[config.mk]
export PLATFORM = sky130hd
export DESIGN_NAME = and_frame_monitor
export DESIGN_NICKNAME = d
export VERILOG_FILES = /design/src/rtl/and_frame_monitor_pkg.sv /design/src/rtl/and_frame_monitor_popcount_comb.sv /design/src/rtl/and_frame_monitor.sv
export SDC_FILE = /design/constraint.sdc
export NUM_CORES = 1
export LEC_CHECK = 0
export ABC_AREA = 1
export CAP_MARGIN = 0
export CORE_MARGIN = 10
export CORE_UTILIZATION = 42
export CTS_BUF_LIST = sky130_fd_sc_hd__clkbuf_4
export CTS_CLUSTER_SIZE = 10
export DETAILED_ROUTE_END_ITERATION = 16
export PLACE_DENSITY = 0.69
export SLEW_MARGIN = 20
export SYNTH_ARGS = -nofsm -noshare
export SYNTH_HDL_FRONTEND = slang
export SYNTH_HIERARCHICAL = 1
export SYNTH_SLANG_ARGS = --single-unit
[constraint.sdc]
create_clock -name clk -period 5.5 [get_ports clk]
set_input_delay 1.1 -clock clk [delete_from_list [all_inputs] [get_ports clk]]
set_output_delay 1.1 -clock clk [all_outputs]
set_load 0.05 [all_outputs]
[src/rtl/and_frame_monitor_pkg.sv]
// Shared definitions for the AND-stage frame monitor: FSM encodings and
// width helpers used to size the accumulators and the sample counter.
package and_frame_monitor_pkg;

    // Frame FSM encodings, kept as plain 2-bit constants for legacy tools.
    localparam logic [1:0] FRM_IDLE  = 2'd0;
    localparam logic [1:0] FRM_ACCUM = 2'd1;
    localparam logic [1:0] FRM_DONE  = 2'd2;

    // Bits needed to hold a set-bit total of up to frame_len*width.
    function automatic int ones_width(input int frame_len, input int width);
        return $clog2(frame_len * width + 1);
    endfunction

    // Bits needed to count from 0 up to frame_len samples.
    function automatic int cnt_width(input int frame_len);
        return $clog2(frame_len + 1);
    endfunction

    // Bits needed for the popcount of a single width-bit sample.
    function automatic int pop_width(input int width);
        return $clog2(width + 1);
    endfunction

endpackage

[src/rtl/and_frame_monitor_popcount_comb.sv]
// Purely combinational population count of one WIDTH-bit vector.
module popcount_comb
    import and_frame_monitor_pkg::*;
#(
    parameter int WIDTH = 4
) (
    input  logic [WIDTH-1:0]            vec_i,
    output logic [pop_width(WIDTH)-1:0] count_o
);

    localparam int PW = pop_width(WIDTH);

    // Sum the individual bits of the vector.
    always_comb begin
        count_o = '0;
        for (int i = 0; i < WIDTH; i++) begin
            count_o = count_o + PW'(vec_i[i]);
        end
    end

endmodule

[src/rtl/and_frame_monitor.sv]
// Frame statistics over the registered AND-stage output: per frame of
// FRAME_LEN accepted samples it reports the total set-bit count, the per-bit
// OR and the per-bit AND, then holds the result on a valid/ready handshake.
module and_frame_monitor
    import and_frame_monitor_pkg::*;
#(
    parameter int WIDTH     = 4,
    parameter int FRAME_LEN = 8
) (
    input  logic                                   clk,
    input  logic                                   rst_n,
    input  logic                                   in_valid,
    output logic                                   in_ready,
    input  logic [WIDTH-1:0]                       in_data,
    output logic                                   out_valid,
    input  logic                                   out_ready,
    output logic [ones_width(FRAME_LEN, WIDTH)-1:0] out_ones,
    output logic [WIDTH-1:0]                       out_any,
    output logic [WIDTH-1:0]                       out_all
);

    localparam int ONES_W = ones_width(FRAME_LEN, WIDTH);
    localparam int CNT_W  = cnt_width(FRAME_LEN);
    localparam int POP_W  = pop_width(WIDTH);

    // The sample that arrives while the counter holds LAST_CNT closes the frame.
    localparam logic [CNT_W-1:0] LAST_CNT = CNT_W'(FRAME_LEN - 1);
    localparam logic [CNT_W-1:0] ONE_CNT  = CNT_W'(1);

    logic [1:0]        state_q, state_d;
    logic [CNT_W-1:0]  cnt_q,   cnt_d;
    logic [ONES_W-1:0] ones_q,  ones_d;
    logic [WIDTH-1:0]  any_q,   any_d;
    logic [WIDTH-1:0]  all_q,   all_d;

    logic [POP_W-1:0]  pop;
    logic              accept;

    popcount_comb #(
        .WIDTH (WIDTH)
    ) u_popcount (
        .vec_i   (in_data),
        .count_o (pop)
    );

    // Handshake flags depend on the state register only.
    assign in_ready  = (state_q != FRM_DONE);
    assign out_valid = (state_q == FRM_DONE);
    assign accept    = in_valid && in_ready;

    assign out_ones  = ones_q;
    assign out_any   = any_q;
    assign out_all   = all_q;

    // Next-state and accumulator update; anything not accepted holds.
    always_comb begin
        state_d = state_q;
        cnt_d   = cnt_q;
        ones_d  = ones_q;
        any_d   = any_q;
        all_d   = all_q;
        case (state_q)
            FRM_IDLE: begin
                if (accept) begin
                    ones_d  = ONES_W'(pop);
                    any_d   = in_data;
                    all_d   = in_data;
                    cnt_d   = ONE_CNT;
                    state_d = (FRAME_LEN == 1) ? FRM_DONE : FRM_ACCUM;
                end
            end
            FRM_ACCUM: begin
                if (accept) begin
                    ones_d = ones_q + ONES_W'(pop);
                    any_d  = any_q | in_data;
                    all_d  = all_q & in_data;
                    cnt_d  = cnt_q + ONE_CNT;
                    if (cnt_q == LAST_CNT) begin
                        state_d = FRM_DONE;
                    end
                end
            end
            FRM_DONE: begin
                // Result stays frozen until the consumer takes it.
                if (out_ready) begin
                    state_d = FRM_IDLE;
                end
            end
            default: begin
                state_d = FRM_IDLE;
            end
        endcase
    end

    // State and accumulator registers with synchronous active-low reset.
    always_ff @(posedge clk) begin
        if (!rst_n) begin
            state_q <= FRM_IDLE;
            cnt_q   <= '0;
            ones_q  <= '0;
            any_q   <= '0;
            all_q   <= '1;
        end else begin
            state_q <= state_d;
            cnt_q   <= cnt_d;
            ones_q  <= ones_d;
            any_q   <= any_d;
            all_q   <= all_d;
        end
    end

endmodule

Word-level counts from Yosys, hierarchy flattened:

Index checks and enable logic that the tools add are counted.

* reductions and logical operators: 5
* add/sub/neg operators: 5
* muxes and demuxes: 16
* equality and inequality tests: 8
* bitwise logic cells: 2

Operator list (number)
* one-hot mux 4 bit (2 select lines): 3
* two-way mux 4 bit: 5
* two-way mux 6 bit: 2
* one-hot mux 6 bit (2 select lines): 1
* two-way mux 2 bit: 4
* inequality test 2 bit, second input constant: 4
* adder 3 x 1 -> 3 bit: 2
* adder 6 x 3 -> 6 bit: 1
* one-hot mux 2 bit (3 select lines): 1
* adder 4 x 1 -> 4 bit, second input constant: 1
* AND 4 bit: 1
* equality test 4 x 3 -> 1 bit, second input constant: 1
* bitwise OR 4 bit: 1
* AND reduction 4 bit: 1
* AND reduction 3 bit: 1
* adder 1 x 1 -> 2 bit: 1
* equality test 2 x 1 -> 1 bit, second input constant: 1
* equality test 2 bit, second input constant: 1
* zero test 2 bit: 1
* inequality test 2 x 1 -> 1 bit, second input constant: 1
* nonzero test 2 bit: 1
* logical AND 1 bit: 1

* output and inout bits: 16
* logic and storage cells: 41
* bits in registers: 20

Longest topological paths before layout:

* word-level depth: 6
* depth in mapped cells: 13

Hierarchy:

Netlist, hierarchy kept.

By module, submodules not included
* and_frame_monitor: area each 947.2 sq um, instances 1, cells an instance 118
* popcount_comb: area each 63.8 sq um, instances 1, cells an instance 8

Least setup slack after synthesis:

Ideal clock, no wire load.

* kind: input port to flip-flop
* start: input in_data[0]
* end: register ones_q[4] (netlist: out_ones[4])
* library setup time: 116 ps
* buffers on the path: 0
* cell stages on the path: 13
* arrival: 2954 ps
* required time: 5384 ps
* setup slack: 2430 ps
* path through: inv_1 fa_1 inv_1 ha_1 ha_1 inv_1 fa_1 inv_1 nand2_1 nand2_1 nand4_1 nand2_1 nor2_1

* word-level cells in the longest chain between the ends: 6

Ends and longest elaborated chain
* start, declared: RTL line and_frame_monitor.sv:14 `input logic [WIDTH-1:0] in_data,`
* adder 1 x 1 -> 2 bit: RTL line and_frame_monitor_popcount_comb.sv:17 `count_o = count_o + PW'(vec_i[i]);`
* adder 3 x 1 -> 3 bit (2 in series): RTL line and_frame_monitor_popcount_comb.sv:17
* named net pop[1]: RTL line and_frame_monitor.sv:36 `logic [POP_W-1:0] pop;`
* adder 6 x 3 -> 6 bit: RTL line and_frame_monitor.sv:74 `ones_d = ones_q + ONES_W'(pop);`
* two-way mux 6 bit: RTL line and_frame_monitor.sv:73 `if (accept) begin`
* one-hot mux 6 bit (2 select lines): RTL line and_frame_monitor.sv:62 `case (state_q)`
* end signal, assigned: RTL line and_frame_monitor.sv:106 `ones_q <= ones_d;`
* end, declared: RTL line and_frame_monitor.sv:32 `logic [ONES_W-1:0] ones_q, ones_d;`

The timed path passes the listed nets, and every way through them passes these cells. The select of a mux whose other input is x is not followed.
A chain may end at the register's enable or synchronous reset.

Worst setup path in the final report:

* start: input in_data[0]
* end: register ones_q[1] (netlist: out_ones[1])

* word-level cells in the longest chain between the ends: 6

Ends and longest elaborated chain (RTL line)
* adder 1 x 1 -> 2 bit (*): and_frame_monitor_popcount_comb.sv:17
* adder 3 x 1 -> 3 bit (*) (2 in series): and_frame_monitor_popcount_comb.sv:17
* named net pop[1]: and_frame_monitor.sv:36
* adder 6 x 3 -> 6 bit: and_frame_monitor.sv:74
* two-way mux 6 bit: and_frame_monitor.sv:73
* one-hot mux 6 bit (2 select lines) (*): and_frame_monitor.sv:62

The timed path passes the listed nets; every way through them passes the cells marked *. The select of a mux whose other input is x is not followed.

==> flow_metrics.tcl <==
set metrics [dict create \
    outcome "completed" \
    antenna_found_initial 0 \
    crit_path_start "in_data[0]" \
    rsz0062_at_grt "no" \
    wl_per_cell_um 13.0 \
    ys_ff_latch 20 \
    hold_depth 2 \
    finish.utilization 0.571 \
    reg2reg_depth 6 \
    synth_cell_type_count 25 \
    first_iter_violations 53 \
    path_buf_inv 5 \
    cpMostUsedCell "inv_1" \
    htree_levels 1 \
    start_util 0.448 \
    cp.depth 11 \
    hold_class "reg -> reg" \
    path_clk_slew_ns 0.10 \
    fin_nets 169 \
    p_switching_mw 0.121 \
    tritoncts "yes" \
    synth_top_area_share 0.396 \
    worstSkewPairLatency_ns 0.30 \
    avgSynthCellArea_um2 8.02 \
    core_area_mm2 0.00225 \
    path_cells "clkdlybuf4s50_1 -> inv_1 -> fa_1 -> inv_1 -> ha_1 -> ha_1 -> inv_1 -> fa_1 -> o21ai_0 -> o21ai_0 -> inv_1" \
    dr.pass1.iters 4 \
    synth_seq_area_share 0.396 \
    gp_congestion 0.819 \
    p_int_mw 0.218 \
    cts_resized 0 \
    num_vias 911 \
    clock_sinks 20 \
    cap_violations 0 \
    tightest_slew_ns 0.515 \
    end_kind "flop" \
    finalSetupTns_ns 0 \
    postCtsSetupBuffers 0 \
    wl_um 2330 \
    max-vdd-ir-drop_mv 0.164 \
    numCtsBuffers 3 \
    filler_cell_count 223 \
    relSlewSlack 0.656 \
    crit_path_top_delay_cell "fa_1" \
    grt_pass1_wl_um 4160 \
    finalSetupViolCount 0 \
    worstPathMaxFanout 3 \
    p_per_area_mw_per_mm2 263 \
    fmax_ghz 0.294 \
    die_area_mm2 0.00477 \
    ios 24 \
    combPwrFrac 0.318 \
    worstSetupStartpointType "input port" \
    fin_crit_sh 0.618 \
    hold_viol 0 \
    die_w_um 69.1 \
    post-dp-hpwl_um 1800 \
    ant_nets 0 \
    drc 0 \
    num_antenna_cells 0 \
    synth_cells 126 \
    clock-root-buffer "clkbuf_4" \
    yosys.area.top_type "dfxtp_1" \
    p_leak_nw 0.564 \
    grt_max_degree 18 \
    reg2reg_to "out_ones[1]" \
    period_needed_ns 3.40 \
    portBuffers 23 \
    drv_slew 0 \
    synth_area_leaders "dfxtp_1 (40%), inv_1 (7.8%), ha_1 (7.4%), nand2_1 (6.3%), a21oi_1 (4.0%)" \
    drive_gt1_frac 0.119 \
    holdBufCountCts 0 \
    gr-total-overflow 0 \
    syn_area_mm2 0.00101 \
    avgViaCountPerCell 5.09 \
    r2r_start "out_ones[0]" \
    pwr-share-seq 0.479 \
    worstSetupPathType "in -> reg" \
    crit_family "adder cells" \
    rows 17 \
    skew_ns 0.00154 \
    die_h_um 69.1 \
    crit_path_end "out_ones[1]" \
    critPathMaxStageDelay_ns 0.53 \
    synth.net_count 142 \
    cts.path.max_buffers 2 \
    grt_pass1_vias 893 \
    crit_arrival_ns 3.60 \
    clkPwrFrac 0.203 \
    syn2layout_area_growth_pct 27.4 \
    grt_use_total 0.0995 \
    rrSetupSlack_ns 4.03 \
    yosysWarnings 6 \
    p_sw_frac 0.357 \
    cp_data_required_time_ns 5.70 \
]
-- logic make-up after synthesis --
| logic type | Yosys count | synth area share |
|---|---|---|
| and+or+nand+nor | 43 | 0.207 |
| AOI/OAI and AO/OA | 27 | 0.170 |
| DFF | 20 | 0.396 |
| buffers and inverters | 28 | 0.114 |
| adders and majority gates | 8 | 0.114 |
-- worst register-to-register path, stage by stage, from the launching register on --
cell	delay (ns)
dfxtp_1	0.37
ha_1	0.18
inv_1	0.06
fa_1	0.48
o21ai_0	0.08
o21ai_0	0.16
inv_1	0.05
-- cells in the final DEF (no fill, tap or decap), drive strengths merged --
cell type,Yosys,final
inv,27,27
clkdlybuf4s50,0,23
nand2,21,21
dfxtp,20,20
nor2,10,10
a21oi,9,9
o21ai,9,9
nand3,8,8
ha,6,6
o32ai,4,4
clkbuf,0,3
a22oi,2,2
a31oi,2,2
nand3b,2,2
nand4,2,2
fa,2,2
o211ai,1,1
-- power groups by stage --
| stage | registers [mW] | logic [mW] | clock network [mW] |
|---|---|---|---|
| 6_report | 0.162 | 0.108 | 0.0685 |
| 5_1_grt | 0.163 | 0.118 | 0.0754 |
| 4_1_cts | 0.162 | 0.108 | 0.0724 |
| 3_5_place_dp | 0.165 | 0.107 | 0 |
| 3_3_place_gp | 0.165 | 0.106 | 0 |
| 2_1_floorplan | 0.189 | 0.0488 | 0 |
-- cell usage after synthesis (all sizes together) --
cell / instances
a21oi: 9
a22oi: 2
a31oi: 2
buf: 1
dfxtp: 20
fa: 2
ha: 6
inv: 27
nand2: 21
nand3: 8
nand3b: 2
nand4: 2
nor2: 10
o211ai: 1
o21ai: 9
o32ai: 4
-- cell type report --
type                       count  area (um^2)  share of cell area
timing repair buffer          23          230               0.179
sequential                    20          400               0.311
inverter                      27          104              0.0807
multi-input combinational     78          495               0.385
tap                           28         35.0              0.0272
clock buffer                   3         22.5              0.0175
-- routing by layer --
layer  vias to the layer above  part of all wire  global-route usage
li1                        464                 -                   -
met1                       421              0.45               0.117
met2                        21              0.46               0.154
met3                         5             0.085              0.0556
met4                         0            0.0073              0.0200
met5                         -                 0                   0
-- sequential cells by signal (all words and copies together) (netlist names) --
register and flops:
cnt_q 4, out_ones 6, state_q 2, out_any 4, out_all 4
-- stage by stage --
step / instances / cell area, um^2 / total power [mW] / hold WS (ns) / setup slack (ns)
finish: 179 / 1290 / 0.338 / 0.455 / 2.10
detailed placement: 176 / 1260 / 0.272 / 0.434 / 1.79
global placement: 176 / 1260 / 0.271 / 0.441 / 1.85
floorplan: 126 / 1010 / 0.238 / 0.440 / 2.43
CTS: 179 / 1290 / 0.343 / 0.455 / 2.11
global route: 179 / 1290 / 0.357 / 0.475 / 1.94
-- how the worst min path moves through the flow --
stage / start / to / slack (ns)
2_1_floorplan: cnt_q[3] / cnt_q[3] / 0.44
3_3_place_gp: out_any[0] / out_any[0] / 0.44
3_5_place_dp: out_any[0] / out_any[0] / 0.43
4_1_cts: out_any[0] / out_any[0] / 0.45
5_1_grt: out_any[0] / out_any[0] / 0.48
6_report: out_any[0] / out_any[0] / 0.46
Note: power is estimated with default switching activity, not from simulation.
==> RTL edit 1, RTL diff (same settings) <==
`WIDTH` is set to 4 in 2 places; all go to 6.
--- a/src/rtl/and_frame_monitor_popcount_comb.sv
+++ b/src/rtl/and_frame_monitor_popcount_comb.sv
@@ -2,7 +2,7 @@
 module popcount_comb
     import and_frame_monitor_pkg::*;
 #(
-    parameter int WIDTH = 4
+    parameter int WIDTH = 6
 ) (
     input  logic [WIDTH-1:0]            vec_i,
     output logic [pop_width(WIDTH)-1:0] count_o
--- a/src/rtl/and_frame_monitor.sv
+++ b/src/rtl/and_frame_monitor.sv
@@ -4,7 +4,7 @@
 module and_frame_monitor
     import and_frame_monitor_pkg::*;
 #(
-    parameter int WIDTH     = 4,
+    parameter int WIDTH     = 6,
     parameter int FRAME_LEN = 8
 ) (
     input  logic                                   clk,
Ports: changed (resized in_data, out_all and out_any); port bits go from 24 to 30. The function was not compared with the original's and may differ.
==> RTL edit 1 against the unedited design <==
Via count grew 16%. Area after synthesis is 17% higher. First-iteration DRC count fell by 38%. Count of clock-buffer cells in the layout unchanged. Sequential share of layout area grew 0.59 points. Worst setup slack worse by 740 ps. Critical path depth increased by 2. Routed wire length grew 13%. Total power grew 18%. Cell area up 18%. Core utilization down 1.6 points. Global-route usage up 0.63 points. Sequential cell count up 4. Critical path type unchanged. Largest power group unchanged. Highest routed layer unchanged.
==> RTL edit 1: results <==
[status]
run_status = complete, no violations

[yosys]
ys_top_cells_by_area = sky130_fd_sc_hd__dfxtp_1 41%, sky130_fd_sc_hd__inv_1 9.2%, sky130_fd_sc_hd__nand2_1 9.2%, sky130_fd_sc_hd__fa_1 6.8%, sky130_fd_sc_hd__nand3_1 6.8%
yosys.area_share.adder_pct = 12.0
synth_compound_gate_area_share_pct = 9.19
synth_cell_types = 24
synthesis.nets = 173
synth.cells.most_frequent = 29 x sky130_fd_sc_hd__inv_1, 29 x sky130_fd_sc_hd__nand2_1, 24 x sky130_fd_sc_hd__dfxtp_1
synth.mux.area_fraction_pct = 0
synth.yosys.seq_area_share_pct = 40.5
yosysWarningCount = 6
synthXorXnorAreaFrac_pct = 0.739
dominantRegCellSynth = sky130_fd_sc_hd__dfxtp_1
post_synth.cell_area_avg_um2 = 7.69

[clock_network]
cts-buffers-inserted = 3
cts.htree.levels = 1
cts_setup_buffers = 0
cts_resized = 0
cts.root.buffer_cell = sky130_fd_sc_hd__clkbuf_4
clk_path_buf_depth = 2
cts.reportedPaths.clkPinSlew_ps = 120

[placed_design]
dp_cells = 211
finalWeightedCongestion = 0.790
io_buffer_count = 29
post-dp-hpwl_um = 2190
pre_cts_slack_ps = 1030

[global_routing]
gr-usage-all-layers_pct = 10.6
first_global_vias = 1063
grt_start_max_net_pins = 18
grt_first_pass_wirelength_um = 4640
grt_antenna_before_repair = 0

[timing]
worst_slew_pin_slew_ps = 527
fin_worst_skew_ps = 0.735
report.final.hold_viol_count = 0

[min_path]
min_path_type = register to register

[detailed_routing]
initialDrtViolationCount = 33
postRouteWirelength_um = 2620
route.detailed.wl_per_inst_um = 12.2
vias_per_cell = 4.91
detail_route.first_pass.iterations = 4

[finish]
final_nets = 204
num-fill-cells = 260
final_layout_size_suffix_gt1_share_pct = 4.89

[worst_setup_path]
cpPeakStageDelay_ps = 530
critical_path_data_arrival_time_ps = 4350
maximum_fanout_along_the_worst_path = 3
critical_path.top_delay_family = adder cells

[pwr]
static_leakage_uw = 0.000688
vdd_ir_drop_max_v = 0.000207
-- RTL edit 1: changes by cell type after synthesis, sizes merged, moves of 3 or more --
| cell | unedited run | this run |
|---|---|---|
| inv | 27 | 31 |
| nand2 | 21 | 31 |
| dfxtp | 20 | 24 |
| o22ai | 0 | 5 |
| o21ai | 9 | 5 |
| nor2 | 10 | 16 |
| o32ai | 4 | 0 |
| a21oi | 9 | 6 |
| nand3 | 8 | 16 |
-- RTL edit 1: final cells by class --
cell class | instances | area [µm²] | share of cell area, %
Inverter | 31 | 116 | 7.67
Clock inverter | 1 | 3.75 | 0.248
Sequential cell | 24 | 480 | 31.7
Tap cell | 31 | 38.8 | 2.56
Clock buffer | 3 | 22.5 | 1.49
Timing Repair Buffer | 29 | 290 | 19.1
Multi-Input combinational cell | 96 | 564 | 37.2
-- RTL edit 1: cell families (layout without fill, tap and decap cells) --
family          count (synthesis)  in the layout
fa+ha+maj                       9              9
flops                          24             24
compound gates                 19             19
simple gates                   67             67
buf+inv                        34             64
xor+xnor                        1              1
-- RTL edit 1: metal layers --
| layer | vias up | routed length [µm] | track usage (%) |
|---|---|---|---|
| li1 | 545 | - | - |
| met3 | 2 | 195 | 3.95 |
| met4 | 0 | 13 | 4.43 |
| met2 | 18 | 1310 | 18.0 |
| met1 | 490 | 1100 | 11.5 |
| met5 | - | 0 | 0 |
-- RTL edit 1: worst reg2reg max path, delay by kind of cell, from the launching register on --
family | cells | cell delay, ps
adders and majority gates | 2 | 580
DFF | 1 | 390
AOI/OAI and AO/OA | 1 | 240
and+or+nand+nor | 3 | 220
buffers and inverters | 1 | 50
-- RTL edit 1: power by group --
group,switching [µW],internal (µW)
clock,49.9,26.5
sequential,7.53,185
combinational,81.1,49.0
-- RTL edit 1: final timing paths --
| check | depth (start not counted) | slack, ps | endpoint | startpoint |
|---|---|---|---|---|
| min | 2 | 460 | out_any[2]$_SDFFE_PN0P_ | out_any[2]$_SDFFE_PN0P_ |
| min reg2reg | 2 | 460 | out_any[2]$_SDFFE_PN0P_ | out_any[2]$_SDFFE_PN0P_ |
| max | 13 | 1360 | out_ones[4]$_SDFFE_PN0P_ | in_data[0] |
| max reg2reg | 7 | 3930 | out_ones[4]$_SDFFE_PN0P_ | out_ones[0]$_SDFFE_PN0P_ |
-- RTL edit 1: per-stage QoR --
step	util [%]	hold slack (ps)	instance area (µm²)	power (µW)
floorplan	-	453	1180	288
global placement	54.5	432	1490	325
detailed placement	54.5	437	1490	328
CTS	55.5	458	1520	406
global route	55.5	481	1520	425
finish	55.5	456	1520	399
==> RTL edit 2, RTL diff (config.mk and constraints unchanged) <==
Without the edit above. Reset style: asynchronous (`rst_n`), changed in one clocked block. Comments in the files are not updated.
--- a/src/rtl/and_frame_monitor.sv
+++ b/src/rtl/and_frame_monitor.sv
@@ -93,7 +93,7 @@
     end
 
     // State and accumulator registers with synchronous active-low reset.
-    always_ff @(posedge clk) begin
+    always_ff @(posedge clk or negedge rst_n) begin
         if (!rst_n) begin
             state_q <= FRM_IDLE;
             cnt_q   <= '0;
Formal check against the unedited RTL: differs if rst_n is asserted again (counterexample within 4 cycles, from zero or initial values and one cycle with rst_n low); with rst_n held inactive, the same outputs for 10 cycles.
==> RTL edit 2 against the unedited design <==
First-iteration DRC count rose by 21%. Critical path depth up 3. Maximum frequency up 0.51%. Global-route usage rose by 0.23 points. Worst setup slack gained 17 ps. Worst hold slack better by 19 ps. Critical path type unchanged. Sequential share of layout area up 5.3 points. Area after synthesis rose by 7.8%. Routed wire length increased by 2.4%. Cell area rose by 7.8%. Critical endpoint is now out_ones[4]$_DFFE_PN0P_. Sequential cell count unchanged.
Power is not compared: it rests on default switching activity, and its combinational part moved more than twofold at a synthesized area within 25%.
==> RTL edit 2: results <==
[status]
run_status = complete, no violations

[detailed_routing]
dr_wl_met2_um = 1260
route.detailed.wl_per_inst_um = 13.4
postRouteWirelength_um = 2390
vias_per_cell = 4.97
met3_wirelength_um = 99
detail_route.wirelength.met1_um = 1020

[worst_setup_path]
critical_path_data_arrival_time_ps = 3580
worstRegToRegCells = 9
reg_to_reg_critical_path_startpoint = out_ones[0]$_DFFE_PN0P_

[placed_design]
post-dp-hpwl_um = 1860
pre_cts_slack_ps = 1790

[finish]
final_layout_size_suffix_gt1_share_pct = 12.8
seqCellArea_um2 = 505
clock_tree_area_fraction_pct = 3.79
seq_share_pct = 36.4
layout.non_clock_inverters = 25
nMultiInputCombCells = 76

[yosys]
synth_cell_types = 22
synth.cells.most_frequent = 20 x sky130_fd_sc_hd__inv_1, 20 x sky130_fd_sc_hd__nand2_1, 16 x sky130_fd_sc_hd__dfrtp_1
ys_top_cells_by_area = sky130_fd_sc_hd__dfrtp_1 37%, sky130_fd_sc_hd__dfstp_2 9.6%, sky130_fd_sc_hd__ha_1 6.9%, sky130_fd_sc_hd__inv_1 6.9%, sky130_fd_sc_hd__nand2_1 6.9%
asyncSetResetFlopFracSynth_pct = 100
dominantRegCellSynth = sky130_fd_sc_hd__dfrtp_1

[global_routing]
grt_start_max_net_pins = 21
gr-usage-all-layers_pct = 10.2
first_global_vias = 964

[timing]
fin_worst_skew_ps = 12.0
clock.fmax_mhz = 296

[min_path]
hold-path-endpoint = cnt_q[3]$_DFFE_PN0P_
hold_path_depth = 1

[die]
die-width_um = 70.9
==> RTL edit 2: critical path, delay by kind of cell <==
kind,cells,cell delay [ps]
adder cells (fa/ha/maj),4,1380
buffers and inverters,5,720
AND/OR/NAND/NOR,5,390
==> RTL edit 2: power by group <==
part	total [µW]	leakage, µW	switching [µW]	internal (µW)
Combinational	487	0.000412	319	168
Clock	123	0.0000279	49.1	73.6
Sequential	276	0.000232	54.9	221
Total	885	0.000672	423	462
==> RTL edit 2: logic make-up (layout without fill, tap and decap cells) <==
logic type	Yosys count	count (layout)	synth area share, %
flip-flops	20	20	46.4
AO/OA/AOI/OAI	23	23	12.2
AND/OR/NAND/NOR	45	45	19.7
adder cells (fa/ha/maj)	8	8	10.6
buffers and inverters	27	52	11.1
==> RTL edit 2: layer usage <==
metal,GRT usage (%),vias to the layer above
li1,-,444
met1,11.7,420
met2,18.0,18
met3,2.37,2
met4,3.23,0
met5,0,-
